### src/rtl/ipsxe_fft_dyn_sreg.sv
// Dynamic-depth tap delay line: shift register with an addressable read tap,
// fill-tracked validity and an optional registered output stage.
module ipsxe_fft_dyn_sreg #(
  parameter int DATA_WIDTH = 10,
  parameter int MAX_DEPTH  = 14,
  parameter int OUT_REG    = 1,
  localparam int ADDR_WIDTH =
    (MAX_DEPTH <= 16) ? 4 : $clog2(MAX_DEPTH)
) (
  input  logic                  clk,
  input  logic                  rst,
  input  logic                  clken,
  input  logic [DATA_WIDTH-1:0] din,
  input  logic [ADDR_WIDTH-1:0] addr,
  output logic [DATA_WIDTH-1:0] dout,
  output logic                  dout_vld
);

  localparam logic [ADDR_WIDTH:0] DEPTH =
    (ADDR_WIDTH + 1)'(MAX_DEPTH);
  localparam logic [ADDR_WIDTH-1:0] LAST =
    ADDR_WIDTH'(MAX_DEPTH - 1);

  logic [DATA_WIDTH-1:0] tap_q [MAX_DEPTH];
  logic [DATA_WIDTH-1:0] tap_d [MAX_DEPTH];
  logic [ADDR_WIDTH:0]   fill_q;
  logic [ADDR_WIDTH:0]   fill_d;
  logic [ADDR_WIDTH-1:0] eaddr;
  logic [DATA_WIDTH-1:0] q;
  logic                  vld_raw;

  always_comb begin
    tap_d = tap_q;
    if (clken) begin
      tap_d[0] = din;
      for (int i = 1; i < MAX_DEPTH; i++) begin
        tap_d[i] = tap_q[i-1];
      end
    end
  end

  // Taps carry no reset so they can map onto SRL/distributed RAM.
  always_ff @(posedge clk) begin
    tap_q <= tap_d;
  end

  always_comb begin
    fill_d = fill_q;
    if (clken && (fill_q != DEPTH)) begin
      fill_d = fill_q + 1'b1;
    end
  end

  always_ff @(posedge clk or posedge rst) begin
    if (rst) begin
      fill_q <= '0;
    end else begin
      fill_q <= fill_d;
    end
  end

  always_comb begin
    eaddr = LAST;
    if ({1'b0, addr} < DEPTH) begin
      eaddr = addr;
    end
  end

  assign q       = tap_q[eaddr];
  assign vld_raw = fill_q > {1'b0, eaddr};

  if (OUT_REG != 0) begin : g_reg
    logic [DATA_WIDTH-1:0] dout_q;
    logic [DATA_WIDTH-1:0] dout_d;
    logic                  vld_q;
    logic                  vld_d;

    always_comb begin
      dout_d = dout_q;
      vld_d  = vld_q;
      if (clken) begin
        dout_d = q;
        vld_d  = vld_raw;
      end
    end

    always_ff @(posedge clk or posedge rst) begin
      if (rst) begin
        dout_q <= '0;
        vld_q  <= 1'b0;
      end else begin
        dout_q <= dout_d;
        vld_q  <= vld_d;
      end
    end

    assign dout     = dout_q;
    assign dout_vld = vld_q;
  end else begin : g_comb
    assign dout     = q;
    assign dout_vld = vld_raw;
  end

endmodule
### config.mk
export PLATFORM = sky130hd
export DESIGN_NAME = ipsxe_fft_dyn_sreg
export DESIGN_NICKNAME = d
export VERILOG_FILES = /design/src/rtl/ipsxe_fft_dyn_sreg.sv
export SDC_FILE = /design/constraint.sdc
export NUM_CORES = 1
export LEC_CHECK = 0
export ABC_CLOCK_PERIOD_IN_PS = 3770
export CORE_ASPECT_RATIO = 1.5
export CORE_MARGIN = 8
export CORE_UTILIZATION = 55
export DETAILED_ROUTE_END_ITERATION = 8
export PLACE_DENSITY = 0.74
export SYNTH_ARGS = -nofsm -noshare
export SYNTH_HDL_FRONTEND = slang
export SYNTH_SLANG_ARGS = --single-unit
### constraint.sdc
create_clock -name clk -period 3.77 [get_ports clk]
set_input_delay 0.754 -clock clk [delete_from_list [all_inputs] [get_ports clk]]
set_output_delay 0.754 -clock clk [all_outputs]
set_load 0.1 [all_outputs]
-- Word-level counts from Yosys, hierarchy flattened
Cells that the tools add are included.
- register bits after elaboration: 156
- bits in latches: 0
- RAM bits: 0
- bits in read-only memories: 0
- output and inout bits: 11
- logic and storage cells: 28
- memories: 0
- $add $sub $neg: 1
- multiply operators: 0
- div/mod/pow operators: 0
- magnitude comparators: 3
- eq/ne operators: 1
- shift-type cells: 0
- mux-type cells: 4
- bitwise logic cells: 1
- reductions and logical operators: 1
- operators with widths (operator ; number):
    binary-select mux 10 bit (select 4 bit) ; 1
    two-way mux 10 bit ; 2
    adder 5 x 1 -> 5 bit, second input constant ; 1
    >= comparator 5 bit, second input constant ; 1
    > comparator 5 x 4 -> 1 bit ; 1
    != test 5 x 4 -> 1 bit, second input constant ; 1
    NOT 4 -> 5 bit ; 1
    less-than comparator 4 bit, second input constant ; 1
    two-way mux 4 bit ; 1
    logical AND 1 bit ; 1

-- Logic depth before layout (Yosys ltp)
- depth after elaboration: 6
- depth in mapped cells: 9
- gate-level depth less buffers: 7

-- Least setup slack after synthesis
No wires, ideal clock.
- kind: input to register
- from: input port addr[2]
- to: register g_reg.vld_q (netlist: dout_vld)
- data arrival time: 2132 ps
- data required time: 3649 ps
- slack: 1517 ps
- stages: 9
- path buffers: 2
- path through: buf_2 -> buf_4 -> a21boi_2 -> inv_1 -> ha_1 -> nor2b_1 -> o21ai_0 -> a21oi_1 -> o22a_1
- word-level cells in the longest chain between the ends: 3
- RTL lines (element ; RTL line ; source):
    start: declaration ; 14 ; input logic [ADDR_WIDTH-1:0] addr,
    less-than comparator 4 bit ; 64 ; if ({1'b0, addr} < DEPTH) begin
    two-way mux 4 bit (*) ; 64 ;
    > comparator 5 x 4 -> 1 bit (*) ; 70 ; assign vld_raw = fill_q > {1'b0, eaddr};
    end signal: assignment ; 93 ; vld_q <= vld_d;
    end: declaration ; 75 ; logic vld_q;
Mark *: on every way between the ends. The rest lies on a longest branch, timed or not.
A chain may end at the register's enable or synchronous reset.

-- Worst setup path after layout
- from: register g_reg.dout_q[1] (netlist: dout[1])
- to: output port dout[1]
- RTL lines (element ; RTL line ; source):
    start: declaration ; 73 ; logic [DATA_WIDTH-1:0] dout_q;
    start signal: assignment ; 92 ; dout_q <= dout_d;
    end: declaration ; 15 ; output logic [DATA_WIDTH-1:0] dout,
No word-level cell between the ends.

==> implementation parameters <==
Parameter                              Value

Run status
  Outcome    completed

Clock network
  Post-CTS repair timing setup buffer count    0
  H-Tree Level Count    4
  Clock Sink Count    156
  Number of buffers added by the clock tree synthesis step    17
  Maximum number of buffers from clock root to sink    2
  Post-CTS sizing    0
  Cell at the root of the clock tree    sky130_fd_sc_hd__clkbuf_16
  Register clock-pin slew on the reported worst setup and hold paths    0.06 ns
  Count of hold-fix buffers inserted at cts    0
  CTS tree    done
  Insertion delay to the later sink of the worst-skew pair    0.41 ns

Final layout
  Non-Filler Cell Area, Final    0.007187 mm²
  Area growth from synthesis to layout    15.67%
  Total Nets Final    388
  # diodes    0
  Filler instances    787
  Share of cells above drive strength 1    14.02%

Floorplan
  Number of cell rows    47
  Area enclosed by the die boundary    0.01502 mm²
  Die H    146.2 µm
  I/O pins    28
  Initial Util    56.20%
  Horizontal die dimension    102.8 µm
  Placeable core region    0.01106 mm²

Synth
  Area share of the leading cell type in the synthesized netlist    67.66%
  Dominant cell type by area after synthesis    sky130_fd_sc_hd__edfxtp_1
  Synth area leaders    sky130_fd_sc_hd__edfxtp_1 68%, sky130_fd_sc_hd__dfrtp_1 6.4%, sky130_fd_sc_hd__mux4_1 5.1%
  Share of flip-flops with an asynchronous set or reset after synthesis    10.26%
  Proportion of synthesized chip area in sequential cells    74.10%
  Count of warnings emitted by yosys    0
  Number of nets in the synthesized netlist    354
  EDFF count, synth    140
  Post-synthesis sequential element count    156
  Synthesized instance count    331
  Mean area per synthesized cell    18.77 µm²
  Post-synth top flop    sky130_fd_sc_hd__edfxtp_1
  Combined area of all synthesized cells    0.006213 mm²
  Distinct cell type count after synthesis    36

Min path
  Min-Delay Path Class    reg2reg

GRT
  Global router's overall resource usage    14.76%
  Largest net degree at the start of global routing    85
  Overflow after GRT    0
  Number of antenna violations at the first check in global routing    0
  Global-route wire length before repair    16,910 µm
  Via count of the first global-routing pass    3,225

Power and ir drop
  Overall power    0.004384 W
  Leakage power figure    2.563 nW
  Ratio of total power to cell area    610.0 mW/mm²
  Worst vdd rail ir drop    0.3304 mV

Route
  DRT antenna net count    0
  Via count    3,101
  Routed length per instance    19.72 µm
  Via density per instance    5.907
  Number of remaining DRC errors    0
  Total wirelength of the detailed-routed design    10,350 µm
  Initial drt markers    206
  Detailed Routing Iterations Pass 1    5

Placed design
  GPL Wtd Cong    0.7392
  HPWL after detailed placement    6401 µm
  Placed Area    0.006580 mm²
  Input/output buffers    27

Timing
  Unrepaired setup endpoints after global routing    no
  Final min period    2.682 ns
  Final-layout setup total negative slack    0 ns
  Tightest slew margin relative to the limit    25.84%
  Least-Margin Pin Slew    1.108 ns
  Final worst path period share    71.14%
  Pins over their slew limit    0
  Timing-limited maximum frequency    372.9 MHz
  Count of final hold-check violations    0
  Maximum clock skew at final layout    0.009919 ns
  Final setup violation count    0

Setup path
  Endpoint kind of the worst setup timing path    output port
  Data arrival time of the critical path    1.93 ns
  Critical path's slowest cell    sky130_fd_sc_hd__clkdlybuf4s50_1
  Critical path launch point type    register
  WP data required    3.02 ns
  Maximum fanout along the worst path    2
  Minimum setup slack among reg-to-reg paths    2.17 ns
  Crit-path max cell delay    1.15 ns
  Buffers & Inverters on Critical Path    1
  Cells along the critical path    clkdlybuf4s50_1
  Critical path type    reg2out
  Top delay family on crit path    buffers and inverters

Job
  Max Cap Violations    0
-- stage by stage --
stage / setup WS [ns] / instances / hold slack (ns) / util [%]
2_1_floorplan: 1.517 / 331 / 0.4172 / -
3_3_place_gp: 0.7899 / 493 / 0.4194 / 59.52
3_5_place_dp: 0.7367 / 493 / 0.4290 / 59.52
4_1_cts: 1.066 / 525 / 0.4421 / 65.01
5_1_grt: 0.9544 / 525 / 0.4524 / 65.01
6_report: 1.088 / 525 / 0.4430 / 65.01
-- cells in the mapped netlist (2+ instances only) --
master,number
sky130_fd_sc_hd__a21o_1,4
sky130_fd_sc_hd__a221o_1,3
sky130_fd_sc_hd__mux2_2,2
sky130_fd_sc_hd__buf_2,6
sky130_fd_sc_hd__nor2b_1,6
sky130_fd_sc_hd__o211a_1,2
sky130_fd_sc_hd__clkbuf_1,3
sky130_fd_sc_hd__dfrtp_1,16
sky130_fd_sc_hd__nand3_1,4
sky130_fd_sc_hd__mux4_2,13
sky130_fd_sc_hd__buf_4,5
sky130_fd_sc_hd__inv_1,7
sky130_fd_sc_hd__o21ai_0,14
sky130_fd_sc_hd__nor2_1,12
sky130_fd_sc_hd__a2111oi_0,4
sky130_fd_sc_hd__o211ai_1,2
sky130_fd_sc_hd__buf_6,4
sky130_fd_sc_hd__nor3_1,4
sky130_fd_sc_hd__mux2i_1,14
sky130_fd_sc_hd__nand2_1,18
sky130_fd_sc_hd__nor4_1,4
sky130_fd_sc_hd__a221oi_1,4
sky130_fd_sc_hd__edfxtp_1,140
sky130_fd_sc_hd__ha_1,6
sky130_fd_sc_hd__a311oi_1,3
sky130_fd_sc_hd__mux4_1,12
sky130_fd_sc_hd__nand4_1,3
sky130_fd_sc_hd__a21oi_1,5
sky130_fd_sc_hd__xnor2_1,4
-- routing by layer --
layer / vias up / global-route usage [%] / wire length, µm
met1: 1585 / 20.65 / 4630
met5: - / 0 / 0
met4: 0 / 6.473 / 147
met2: 97 / 21.30 / 5024
met3: 10 / 3.713 / 550
li1: 1409 / - / -
-- power breakdown --
group	switching, W	internal [W]	leakage (nW)
combinational	0.000336	0.000191	0.714
sequential	0.0000906	0.00204	1.55
clock	0.000613	0.00111	0.295
-- area by class of cell --
type | count | area [µm²] | share of cell area, %
inverters | 7 | 26.28 | 0.3656
clock inverters | 7 | 111.4 | 1.549
flip-flops and latches | 156 | 4604 | 64.07
repair buffers | 33 | 306.5 | 4.265
well taps | 147 | 183.9 | 2.559
multi-input cells | 150 | 1459 | 20.30
clock buffers | 25 | 495.5 | 6.894
-- registers in the layout, indices dropped and copies added, names as in the netlist --
register / cells
fill_q: 5
dout: 10
dout_vld: 1
tap_q: 140
-- cell families after synthesis --
| logic type | Yosys count | synth area share (%) |
|---|---|---|
| DFF | 156 | 74.10 |
| and+or+nand+nor | 53 | 3.967 |
| AOI/OAI and AO/OA | 46 | 5.336 |
| muxes | 41 | 12.40 |
| buffers and inverters | 25 | 2.417 |
| adders and majority gates | 6 | 1.208 |
| xor gates and xnor gates | 4 | 0.5638 |
-- layout by cell type, fill, tap and decap left out, types with 5 or more instances in the layout --
master	instances
sky130_fd_sc_hd__ha_1	6
sky130_fd_sc_hd__mux4_1	12
sky130_fd_sc_hd__inv_1	7
sky130_fd_sc_hd__nor2b_1	6
sky130_fd_sc_hd__mux2i_1	14
sky130_fd_sc_hd__clkdlybuf4s50_1	24
sky130_fd_sc_hd__nor2_1	12
sky130_fd_sc_hd__nand2_1	18
sky130_fd_sc_hd__mux4_2	13
sky130_fd_sc_hd__dfrtp_1	16
sky130_fd_sc_hd__a21oi_1	5
sky130_fd_sc_hd__o21ai_0	14
sky130_fd_sc_hd__clkbuf_16	17
sky130_fd_sc_hd__buf_4	6
sky130_fd_sc_hd__edfxtp_1	140
-- path summary, 6_finish.rpt --
kind / startpoint / endpoint / cells past startpoint
worst max-delay path: dout[1] / dout[1] / 1
worst min-delay path: tap_q[74] / tap_q[64] / 0
worst max register to register: tap_q[72] / dout[2] / 4
worst min register to register: tap_q[74] / tap_q[64] / 0
max in group asynchronous: rst / dout[2] / 2
min in group asynchronous: rst / dout[4] / 2
No activity file was read; power rests on OpenSTA's default activity.
